File: src/rtl/iram_arb_pkg.sv
// iram_arb_pkg: FSM states, line geometry and lane strobes shared by the SRAM port arbiter
package iram_arb_pkg;
   localparam logic [2:0] ST_IDLE = 3'd0;
   localparam logic [2:0] ST_LOAD = 3'd1;
   localparam logic [2:0] ST_RD   = 3'd2;
   localparam logic [2:0] ST_WR   = 3'd3;
   localparam logic [2:0] ST_TAIL = 3'd4;
   localparam int LINE_BYTES = 16;
   localparam logic [31:0] CONSOLE_ADDR_DEF = 32'h01ff_fff0;
   localparam logic [15:0] LANE0_STRB = 16'h000f;
   localparam logic [15:0] LANE1_STRB = 16'h00f0;
   localparam logic [15:0] LANE2_STRB = 16'h0f00;
   localparam logic [15:0] LANE3_STRB = 16'hf000;
   function automatic logic [7:0] console_byte(input logic [127:0] d, input logic [15:0] s);
      return |(s & LANE0_STRB) ? d[7:0] : |(s & LANE1_STRB) ? d[39:32] :
             |(s & LANE2_STRB) ? d[71:64] : |(s & LANE3_STRB) ? d[103:96] : 8'h00;
   endfunction
endpackage

File: src/rtl/iram_burst_ctr.sv
// iram_burst_ctr: latched burst base/length, beat counter and wrapping line address
module iram_burst_ctr #(
   parameter int LINE_AW = 24
) (
   input  logic               clk,
   input  logic               rst,
   input  logic               load,
   input  logic [LINE_AW-1:0] base_in,
   input  logic [3:0]         len_in,
   input  logic               adv,
   output logic [LINE_AW-1:0] line,
   output logic               last
);
   logic [LINE_AW-1:0] base;
   logic [3:0] len, beat;
   always_ff @(posedge clk)
      if (rst) begin
         base <= '0;
         len  <= '0;
         beat <= '0;
      end else if (load) begin
         base <= base_in;
         len  <= len_in;
         beat <= '0;
      end else if (adv) begin
         beat <= beat + 4'd1;
      end
   // natural truncation wraps a burst past the top line back to line 0
   assign line = base + LINE_AW'(beat);
   assign last = beat == len;
endmodule

File: src/rtl/iram_port_arb.sv
// iram_port_arb: CPU burst / program-loader arbiter for the 128-bit SRAM; console tap under IRAM_PORT_ARB_CONSOLE_EN
module iram_port_arb
   import iram_arb_pkg::*;
#(
   parameter int          LINE_AW      = 24,
   parameter int          MAX_LD_RUN   = 8,
   parameter logic [31:0] CONSOLE_ADDR = CONSOLE_ADDR_DEF
) (
   input  logic               clk,
   input  logic               rst,
   input  logic               cpu_req,
   input  logic               cpu_we,
   input  logic [31:0]        cpu_addr,
   input  logic [3:0]         cpu_len,
   output logic               cpu_gnt,
   input  logic               cpu_wvalid,
   input  logic [127:0]       cpu_wdata,
   input  logic [15:0]        cpu_wstrb,
   output logic               cpu_wready,
   output logic               cpu_rvalid,
   output logic [127:0]       cpu_rdata,
   output logic               cpu_rlast,
   input  logic               ld_wen,
   input  logic [31:0]        ld_addr,
   input  logic [31:0]        ld_wdata,
   output logic               ld_ready,
   output logic               mem_cen,
   output logic               mem_wen,
   output logic [LINE_AW-1:0] mem_addr,
   output logic [127:0]       mem_wdata,
   output logic [15:0]        mem_wstrb,
   input  logic [127:0]       mem_rdata,
   output logic               console_valid,
   output logic [7:0]         console_char
);
   localparam int RW  = $clog2(MAX_LD_RUN + 1);
   localparam int LSB = $clog2(LINE_BYTES);
   logic [2:0] state, state_nx;
   logic [RW-1:0] ld_run;
   logic idle, ld_win, acc, wr, last, con;
   logic [LINE_AW-1:0] line;
   logic unused;
   assign unused = ^{cpu_addr[LSB-1:0], cpu_addr[31:LINE_AW+LSB], ld_addr[31:LINE_AW+2], CONSOLE_ADDR};
   assign idle = state == ST_IDLE && !rst;
   // the loader normally wins; a CPU starved for MAX_LD_RUN loader grants takes the next slot
   assign cpu_gnt = idle && cpu_req && (!ld_wen || ld_run == RW'(MAX_LD_RUN));
   assign ld_win = idle && ld_wen && !cpu_gnt;
   assign ld_ready = state == ST_LOAD;
   assign acc = state == ST_WR && cpu_wvalid;
   assign cpu_wready = acc;
   assign wr = acc && !con;
   assign mem_cen = ld_ready || state == ST_RD || wr;
   assign mem_wen = ld_ready || wr;
   assign mem_addr = ld_ready ? ld_addr[LINE_AW+1:2] : mem_cen ? line : '0;
   assign mem_wdata = ld_ready ? {4{ld_wdata}} : wr ? cpu_wdata : '0;
   assign mem_wstrb = ld_ready ? LANE0_STRB << {ld_addr[1:0], 2'b00} : wr ? cpu_wstrb : '0;
   assign cpu_rdata = cpu_rvalid ? mem_rdata : '0;
   always_comb
      state_nx = state == ST_IDLE ? (cpu_gnt ? (cpu_we ? ST_WR : ST_RD) : ld_win ? ST_LOAD : ST_IDLE) :
                 state == ST_RD   ? (last ? ST_TAIL : ST_RD) :
                 state == ST_WR   ? (acc && last ? ST_IDLE : ST_WR) : ST_IDLE;
   always_ff @(posedge clk)
      if (rst) begin
         state      <= ST_IDLE;
         ld_run     <= '0;
         cpu_rvalid <= 1'b0;
         cpu_rlast  <= 1'b0;
      end else begin
         state      <= state_nx;
         ld_run     <= cpu_gnt || !cpu_req ? '0 : ld_win ? ld_run + 1'b1 : ld_run;
         cpu_rvalid <= state == ST_RD;
         cpu_rlast  <= state == ST_RD && last;
      end
   iram_burst_ctr #(.LINE_AW(LINE_AW)) u_ctr (
      .clk     (clk),
      .rst     (rst),
      .load    (cpu_gnt),
      .base_in (cpu_addr[LINE_AW+LSB-1:LSB]),
      .len_in  (cpu_len),
      .adv     (state == ST_RD || acc),
      .line    (line),
      .last    (last)
   );
`ifdef IRAM_PORT_ARB_CONSOLE_EN
   always_ff @(posedge clk)
      if (rst) con <= 1'b0;
      else if (cpu_gnt) con <= cpu_we && cpu_len == 4'd0 && cpu_addr == CONSOLE_ADDR;
   assign console_valid = acc && con;
   assign console_char = console_valid ? console_byte(cpu_wdata, cpu_wstrb) : 8'h00;
`else
   assign con = 1'b0;
   assign console_valid = 1'b0;
   assign console_char = 8'h00;
`endif
endmodule
File: config.mk
export PLATFORM = sky130hd
export DESIGN_NAME = iram_port_arb
export DESIGN_NICKNAME = d
export VERILOG_FILES = /design/src/rtl/iram_arb_pkg.sv /design/src/rtl/iram_burst_ctr.sv /design/src/rtl/iram_port_arb.sv
export SDC_FILE = /design/constraint.sdc
export NUM_CORES = 1
export LEC_CHECK = 0
export CORE_AREA = 2 2 272 274
export CTS_CLUSTER_DIAMETER = 40
export DETAILED_ROUTE_END_ITERATION = 6
export DIE_AREA = 0 0 274 276
export PLACE_DENSITY = 0.43
export RECOVER_POWER = 100
export SLEW_MARGIN = 25
export SYNTH_ARGS = -nofsm -noshare
export SYNTH_HDL_FRONTEND = slang
export SYNTH_SLANG_ARGS = --single-unit
File: constraint.sdc
create_clock -name clk -period 2.15 [get_ports clk]
set_input_delay 0.215 -clock clk [delete_from_list [all_inputs] [get_ports clk]]
set_output_delay 0.215 -clock clk [all_outputs]
set_load 0.005 [all_outputs]
# After elaboration in Yosys (flattened, before gate mapping)
# Cells that the tools add are included.
# op_classes
n_addsub	3
n_eq_ne	5
n_shift	1
mux	15
n_reduce_logical	21
# ops
operator	count
128-bit 2-to-1 mux	3
24-bit 2-to-1 mux	2
16-bit 2-to-1 mux	2
24-bit by 4-bit adder with 24-bit output	1
4-bit by 4-bit << shifter with 16-bit output (first input constant)	1
3-bit 2-to-1 mux	3
4-bit by 1-bit adder with 4-bit output (second input constant)	2
1-bit logical AND	8
3-bit by 2-bit equality test with 1-bit output (second input constant)	2
1-bit logical OR	6
2-bit 2-to-1 mux	3
4-bit equality test	1
4-bit equality test (second input constant)	1
1-bit zero test	4
2-bit OR reduction	2
3-bit by 1-bit equality test with 1-bit output (second input constant)	1
3-bit zero test	1
1-bit 2-to-1 mux	2
# totals
ff_bits	41
output_inout_bits	312

# Longest topological paths before layout
# Gate-level depths: netlist (run 1).
# depth
ltp_word	9
mapped_depth	10
mapped_depth_nobuf	8

# Hierarchy
# A second synthesis (run 1) with hierarchy kept.
# hier_totals
hier_cells	608
hier_area_um2	4824.6
# by_module_without_submodules
module	instances	cells_each	area_each_um2	seq_area_each_um2
iram_port_arb	1	424	3066.7	180.2
iram_burst_ctr	1	184	1757.9	640.6

# Worst setup path after synthesis (run 1)
# OpenSTA, ideal clock, no wires.
# synth_timing
path_type	reg2out
start	register u_ctr.beat[0]
end	output mem_addr[14]
t_arrival_ns	1.942
t_required_ns	1.935
path_slack_ns	-0.007
path_stages_with_launch	9
path_cell_list	dfxtp_1 ha_1 inv_1 fa_1 nand2b_1 a21oi_2 nand4_1 xor2_1 o21ai_0
# synth_via
elab_chain_len	3
# synth_lines
element	line	text
from (decl)	iram_burst_ctr.sv:15	logic [3:0] len, beat;
from (signal assigned)	iram_burst_ctr.sv:26	beat <= beat + 4'd1;
24-bit by 4-bit adder with 24-bit output	iram_burst_ctr.sv:29	assign line = base + LINE_AW'(beat);
24-bit 2-to-1 mux (2 in series)	iram_port_arb.sv:54	assign mem_addr = ld_ready ? ld_addr[LINE_AW+1:2] : mem_cen ? line : '0;
to (decl)	iram_port_arb.sv:29	output logic [LINE_AW-1:0] mem_addr,
# No other way between the ends.

# Final worst setup path (run 1)
# layout_timing
start	register u_ctr.beat[0]
end	output mem_addr[20]
# Same word-level chain as after synthesis.

==> reports/summary.txt, run 1 <==
Final hold violations - 0
Hold bufs inserted after CTS - 0
Unrepaired setup endpoints after global routing - yes
Cell Area, Placed - 13300 um2
Ratio of total power to cell area - 291 nW/um2
Number of antenna violations at the first check in global routing - 39
Later-pin clock latency in the skew report - 290 ps
Vias per cell - 3.53
Status - finished, violations left
Via count of the first global-routing pass - 8789
Cell with the most instances after synthesis - sky130_fd_sc_hd__and2_1
Largest delay share family, worst path - adder cells
Count of buffers from port buffering - 666
Async set or reset register ratio after synthesis - 0%
GRT Overall Usage - 15.8%
Total standard cell area after synthesis - 4860 um2
Placement Rows - 99
List of cells traversed by the critical path - ha_4 > inv_2 > fa_2 > nand2b_4 > a21oi_4 > buf_6 > buf_6 > nand4_1 > xor2_1 > o21ai_1 > buf_2
Cell type with the largest total area after synthesis - sky130_fd_sc_hd__a22o_1
Drt pass-1 iters - 5
Period minus WS final - 2480 ps
H-Tree Depth - 2
Switching power share of the total - 33.3%
Post-route fraction of the period consumed by the critical path - 116%
Number of storage elements in the synthesis netlist - 41
Most area-consuming cells after synthesis - sky130_fd_sc_hd__a22o_1, sky130_fd_sc_hd__dfxtp_1, sky130_fd_sc_hd__and2_1, sky130_fd_sc_hd__nand2_1, sky130_fd_sc_hd__o21ai_0
GRT Residual Overflow - 0
Worst-path clk slew - 60 ps
# fillers - 8105
Setup slack after layout - -334 ps
Maximum cell stage delay along the critical path - 360 ps
Count of distinct cell types in the synthesized netlist - 43
Share of Yosys cell area claimed by the top area cell type - 23.2%
Final worst clock skew - 6.28 ps
Most used cell along the critical path - sky130_fd_sc_hd__buf_6
Clock Root Buffer - sky130_fd_sc_hd__clkbuf_16
Clock buffer count from CTS - 5
Number of buffer and inverter instances along the worst setup path - 4
Commonest cells post-synth - sky130_fd_sc_hd__and2_1, sky130_fd_sc_hd__a22o_1, sky130_fd_sc_hd__nand2_1
Max frequency - 402 MHz
Standard cell core area - 72600 um2
Violations in the final reports - negative setup slack
Wire length per cell after detailed routing - 26.3 um
Net count, final - 1825
Combinational fraction of design power - 62.5%
Max_slew headroom - 62.1%
Crit path kind - flop to primary output
Largest net degree at the start of global routing - 61
Slew at the pin with the worst max-slew slack - 569 ps
Placed insts - 2313
Cell Int Power - 2.88 mW
Chip Width - 274 um
Post-route DRC - 0
Reg power frac - 19.3%
Required time of the worst setup path - 1930 ps
Register area share after synthesis - 16.9%
Instance count of the mapped netlist - 661
Synthesis-to-layout area growth - 204%
Leakage dissipation - 6.11 nW
Number of clock sinks seen by CTS - 41
Slowest stage cell, crit path - sky130_fd_sc_hd__dfxtp_4
Worst Min Path Start - cpu_wvalid
Worst reg-to-reg path cell count - 9
Switching pwr - 1.44 mW
Effective utilization at floorplan - 6.70%
Hold Path Cell Cnt - 4
Peak supply drop - 0.247 mV
Number of top-level pins - 690
Clock network fraction of total power - 18.2%
Setup Viol. Count Final - 30
Half-perimeter wire length of the detailed placement result - 54.3 mm
Capture endpoint of the worst hold path - state[0]$_SDFF_PP0_
Post-route antenna net violation count - 0
Total via count in the routed design - 8503
RR Startpoint - ld_run[0]$_SDFFE_PP0P_
Final non-filler cell total - 2411
Max Cap Viol - 0
Routed WL - 63.5 mm
Vertical die dimension - 276 um
Max-slew violation count - 0
Post-route cell area - 14800 um2
Classification of the worst-slack hold path - input port to flop
Synth Area per Inst - 7.35 um2
Global-route wire length before repair - 81.4 mm
TritonCTS clock tree - built
Crit path capture type - primary output
Share of layout cells above drive strength 1 - 29.7%
Die Area - 75600 um2
Number of buffers on the longest clock path - 2
Worst R2R End - state[0]$_SDFF_PP0_
Highest fanout seen on the critical path - 2
Total Neg Setup Slack - -3630 ps
Initial DRC Count - 450
Number of enable flip-flop cells after synthesis - 0
Kind of launch point of the worst setup path - flop
Setup slack on the worst flop-to-flop path - 340 ps
Worst EP arrival - 2270 ps
Synth warn - 0
Global placer's final weighted congestion - 0.912
Ys flop type - sky130_fd_sc_hd__dfxtp_1
power by group through the flow:
stage	clock (mW)	combinational (mW)	sequential [mW]
global route	0.830	2.85	0.840
detailed placement	0	2.31	0.846
finish	0.783	2.70	0.834
global placement	0	2.32	0.845
floorplan	0	0.585	0.850
CTS	0.802	2.60	0.835
placed cells by master, fill, tap and decap left out, types with 11 or more instances in the layout:
cell type and n:
sky130_fd_sc_hd__o21ai_1 22, sky130_fd_sc_hd__dfxtp_1 31, sky130_fd_sc_hd__buf_6 76, sky130_fd_sc_hd__buf_8 11, sky130_fd_sc_hd__o21ai_0 28, sky130_fd_sc_hd__clkdlybuf4s50_1 490
sky130_fd_sc_hd__nor2_1 15, sky130_fd_sc_hd__xor2_1 17, sky130_fd_sc_hd__and2_1 129, sky130_fd_sc_hd__buf_2 69, sky130_fd_sc_hd__buf_4 68, sky130_fd_sc_hd__clkbuf_16 11
sky130_fd_sc_hd__buf_12 45, sky130_fd_sc_hd__nand2_1 70, sky130_fd_sc_hd__diode_2 12, sky130_fd_sc_hd__a22o_1 97, sky130_fd_sc_hd__nand2b_1 28, sky130_fd_sc_hd__a22o_4 32
sky130_fd_sc_hd__clkbuf_2 49
sequential cells by signal, summed over array words and instances, names as in the netlist:
register,count
ld_run,4
cpu_rlast,1
u_ctr.base,24
cpu_rvalid,1
u_ctr.beat,4
state,3
u_ctr.len,4
metal layers:
metal	track usage (%)	part of all wire (%)
met2	26.2	46
met4	4.64	2.3
met1	19.5	42
met5	0	0.15
met3	4.92	8.8
tightest hold or removal path: stages:
cell                            delay (ps)
sky130_fd_sc_hd__dlygate4sd2_1         270
sky130_fd_sc_hd__inv_1                  60
sky130_fd_sc_hd__nor2_1                100
sky130_fd_sc_hd__o31ai_1                70
timing repair:
| item | 4_1_cts | 5_1_grt |
|---|---|---|
| gates resized for setup | 516 | 279 |
| endpoints found under the setup margin | 165 | 166 |
| cloned | 11 | 7 |
| setup buffers | 48 | 30 |
| pin swaps | 52 | 87 |
worst max-delay path by stage:
stage / slack [ps] / cells past startpoint / start / end
6_report: -330 / 11 / u_ctr.beat[0]$_SDFFE_PP0P_ / mem_addr[20]
5_1_grt: -440 / 11 / u_ctr.beat[0]$_SDFFE_PP0P_ / mem_addr[20]
4_1_cts: -360 / 11 / u_ctr.base[0]$_SDFFE_PP0P_ / mem_addr[20]
3_5_place_dp: -560 / 10 / u_ctr.beat[0]$_SDFFE_PP0P_ / mem_addr[14]
3_3_place_gp: -530 / 10 / u_ctr.beat[0]$_SDFFE_PP0P_ / mem_addr[14]
2_1_floorplan: 60 / 8 / u_ctr.beat[0]$_SDFFE_PP0P_ / mem_addr[14]
cell type report:
class | instances | area, um2 | area share, %
sequential | 41 | 838 | 5.66
antenna | 12 | 30.0 | 0.203
multi-input combinational | 549 | 4150 | 28.0
tap | 959 | 1200 | 8.11
inverter | 10 | 45.0 | 0.304
clock buffer | 5 | 125 | 0.845
timing repair buffer | 832 | 8390 | 56.7
clock inverter | 3 | 21.3 | 0.144
logic make-up after synthesis:
logic type / synth area share, %
xor gates and xnor gates: 5.23
buffers and inverters: 9.83
DFF: 16.9
adders and majority gates: 2.21
and+or+nand+nor: 33.7
other: 0.0771
AOI/OAI and AO/OA: 32.1
through the flow:
stage / util, % / hold slack, ps / setup WS (ps) / power (mW)
2_1_floorplan: - / 323 / 58.8 / 1.43
3_3_place_gp: 18.3 / 468 / -534 / 3.17
3_5_place_dp: 18.3 / 480 / -564 / 3.16
4_1_cts: 20.0 / 461 / -363 / 4.23
5_1_grt: 20.4 / 494 / -445 / 4.52
6_report: 20.4 / 460 / -334 / 4.31
(Power assumes the default switching activity.)
==> run 2, diff against run 1 <==
GPL_TIMING_DRIVEN = 0   (was unset)
RECOVER_POWER = 50   (was 100)
SLEW_MARGIN = 5   (was 25)
==> reports/summary.txt, run 2 (synthesis results as in run 1) <==
Leakage dissipation - 6.27 nW (+2.6%)
GRT Residual Overflow - 0 (unchanged)
Crit path capture type - primary output
Clock buffer count from CTS - 5 (unchanged)
Unrepaired setup endpoints after global routing - yes
Share of layout cells above drive strength 1 - 30.5% (+0.86 points)
Setup slack after layout - -356 ps (-21.3 ps)
Number of clock sinks seen by CTS - 41 (unchanged)
Number of buffers on the longest clock path - 2 (unchanged)
Post-placement worst setup slack - -1350 ps (-783 ps)
Standard cell core area - 72600 um2 (unchanged)
Cell Area, Placed - 12800 um2 (-4.0%)
Setup Viol. Count Final - 45 (+50%)
Synthesis-to-layout area growth - 201%
Post-route worst hold slack - 489 ps (+28.7 ps)
Chip Width - 274 um (unchanged)
Vias per cell - 3.62 (+2.6%)
Combinational fraction of design power - 58.6% (-3.9 points)
Status - finished, violations left
Largest delay share family, worst path - adder cells
Number of antenna violations at the first check in global routing - 51 (+31%)
Clock Root Buffer - sky130_fd_sc_hd__clkbuf_16
Post-route DRC - 0 (unchanged)
Maximum cell stage delay along the critical path - 370 ps (about the same)
Largest register FFs - 24 (unchanged)
Period minus WS final - 2510 ps (+21.3 ps)
Total Neg Setup Slack - -5060 ps (-1430 ps)
Worst-path clk slew - 60 ps (about the same)
Number of buffer and inverter instances along the worst setup path - 3 (-1)
Wire length per cell after detailed routing - 27.7 um (+5.1%)
Number of top-level pins - 690 (unchanged)
Placement Rows - 99 (unchanged)
Routed WL - 66.8 mm (+5.2%)
Final worst clock skew - 4.41 ps (-1.88 ps)
GRT Overall Usage - 16.6% (+0.80 points)
Leading cell type in the layout, fill and taps excluded - sky130_fd_sc_hd__clkdlybuf4s50_1
Max frequency - 399 MHz (-0.85%)
Hold bufs inserted after CTS - 0 (unchanged)
Cell Int Power - 3.03 mW (+5.2%)
Drt pass-1 iters - 5 (unchanged)
Switching power share of the total - 32.3% (-0.94 points)
List of cells traversed by the critical path - ha_4 > inv_2 > fa_2 > nand2b_4 > a21oi_4 > buf_12 > nand4_1 > xor2_2 > o21ai_1 > buf_2
Top reg by flops - u_ctr.base
Highest fanout seen on the critical path - 5 (+3)
Final non-filler cell total - 2415 (+0.17%)
Global-route wire length before repair - 85.2 mm (+4.6%)
Final Util - 20.2% (-0.23 points)
Post-route fraction of the period consumed by the critical path - 117% (+0.99 points)
Effective utilization at floorplan - 6.70% (unchanged)
Die Area - 75600 um2 (unchanged)
Crit path kind - flop to primary output
Top library cells by usage in the layout, fill and taps aside - sky130_fd_sc_hd__clkdlybuf4s50_1, sky130_fd_sc_hd__and2_1, sky130_fd_sc_hd__a22o_1
Ratio of total power to cell area - 306 nW/um2 (+4.9%)
Later-pin clock latency in the skew report - 290 ps (about the same)
TritonCTS clock tree - built
Via count of the first global-routing pass - 9044 (+2.9%)
Count of buffers from port buffering - 666 (unchanged)
Slowest stage cell, crit path - sky130_fd_sc_hd__dfxtp_4
Total via count in the routed design - 8742 (+2.8%)
Max Cap Viol - 0 (unchanged)
Slew at the pin with the worst max-slew slack - 581 ps (+12.2 ps)
Half-perimeter wire length of the detailed placement result - 57.3 mm (+5.6%)
Violations in the final reports - negative setup slack
Peak supply drop - 0.411 mV (+66%)
Final hold violations - 0 (unchanged)
Required time of the worst setup path - 1930 ps (about the same)
Worst EP arrival - 2290 ps (+20 ps)
Post-route antenna net violation count - 0 (unchanged)
Switching pwr - 1.45 mW (+0.77%)
Initial DRC Count - 463 (+2.9%)
Reg power frac - 19.0% (-0.3 points)
Max-slew violation count - 0 (unchanged)
Post-layout power - 4.47 mW (+3.7%)
Global placer's final weighted congestion - 0.932 (+2.2%)
Clock network fraction of total power - 22.3% (+4.1 points)
Net count, final - 1827 (+0.11%)
Placed insts - 2294 (-0.82%)
H-Tree Depth - 2 (unchanged)
Post-route cell area - 14600 um2 (-1.2%)
Classification of the worst-slack hold path - flop to flop
Vertical die dimension - 276 um (unchanged)
Kind of launch point of the worst setup path - flop
Max_slew headroom - 61.2% (-0.90 points)
Largest net degree at the start of global routing - 15 (-75%)
==> run 2: cell count changes in the layout (fill, tap and decap cells not counted), moves of 7 or more <==
cell,change
sky130_fd_sc_hd__a22o_1,+11
sky130_fd_sc_hd__a22o_4,-11
sky130_fd_sc_hd__and2_1,-14
sky130_fd_sc_hd__and2_4,+9
sky130_fd_sc_hd__buf_12,-27
sky130_fd_sc_hd__buf_2,+31
sky130_fd_sc_hd__buf_4,-23
sky130_fd_sc_hd__buf_6,+16
sky130_fd_sc_hd__buf_8,+12
sky130_fd_sc_hd__clkbuf_2,-19
sky130_fd_sc_hd__clkbuf_4,+7
sky130_fd_sc_hd__clkdlybuf4s50_1,-15
sky130_fd_sc_hd__dlymetal6s2s_1,+13
==> run 2: layout make-up <==
| class | count | area [um2] |
|---|---|---|
| fill | 8112 | 58000 |
| timing repair buffer | 774 | 7440 |
| multi-input combinational | 549 | 4160 |
| tap | 959 | 1200 |
| sequential | 41 | 853 |
| buffer | 60 | 687 |
| clock buffer | 5 | 125 |
| clock inverter | 3 | 68.8 |
| inverter | 10 | 52.6 |
| antenna | 14 | 35.0 |
==> run 2: power by group through the flow <==
stage               logic, mW  registers (mW)  clock network (mW)
global route             2.77           0.857                1.05
detailed placement       2.24           0.865                   0
CTS                      2.69           0.849                1.02
finish                   2.62           0.851               0.999
global placement         2.26           0.864                   0
floorplan               0.585           0.850                   0
==> run 2: layer usage <==
| metal | GRT usage, % | wire [um] | up-vias |
|---|---|---|---|
| li1 | - | - | 3886 |
| met1 | 18.3 | 25600 | 4134 |
| met2 | 28.4 | 31100 | 579 |
| met3 | 8.36 | 8240 | 115 |
| met4 | 3.50 | 1700 | 28 |
| met5 | 0 | 170 | - |
==> run 2: worst reg2reg max path: cells and delay by family, from the launching register on <==
| kind | cells | cell delay [ps] |
|---|---|---|
| AOI/OAI and AO/OA | 1 | 80 |
| DFF | 1 | 360 |
| and+or+nand+nor | 3 | 620 |
| buffers and inverters | 4 | 640 |
==> run 2: repair_timing <==
item	4_1_cts	5_1_grt
endpoints found under the hold margin	0	0
setup buffers	84	34
pin swaps	71	71
resized for setup	940	182
cloned	10	3
endpoints found under the setup margin	301	206
==> run 2: final timing paths <==
path	start	end	slack [ps]	cells after the start
setup / recovery	u_ctr.beat[0]$_SDFFE_PP0P_	mem_addr[20]	-360	10
hold / removal	u_ctr.len[3]$_SDFFE_PP0P_	u_ctr.len[3]$_SDFFE_PP0P_	490	2
setup reg to reg	state[0]$_SDFF_PP0_	u_ctr.base[10]$_SDFFE_PP0P_	380	8
hold reg to reg	u_ctr.len[3]$_SDFFE_PP0P_	u_ctr.len[3]$_SDFFE_PP0P_	490	2
==> run 3, diff against run 2 <==
SLEW_MARGIN = unset   (was 5)
==> results of run 3 <==
Same layout as run 2: the final DEF is identical, and so are final timing and power.
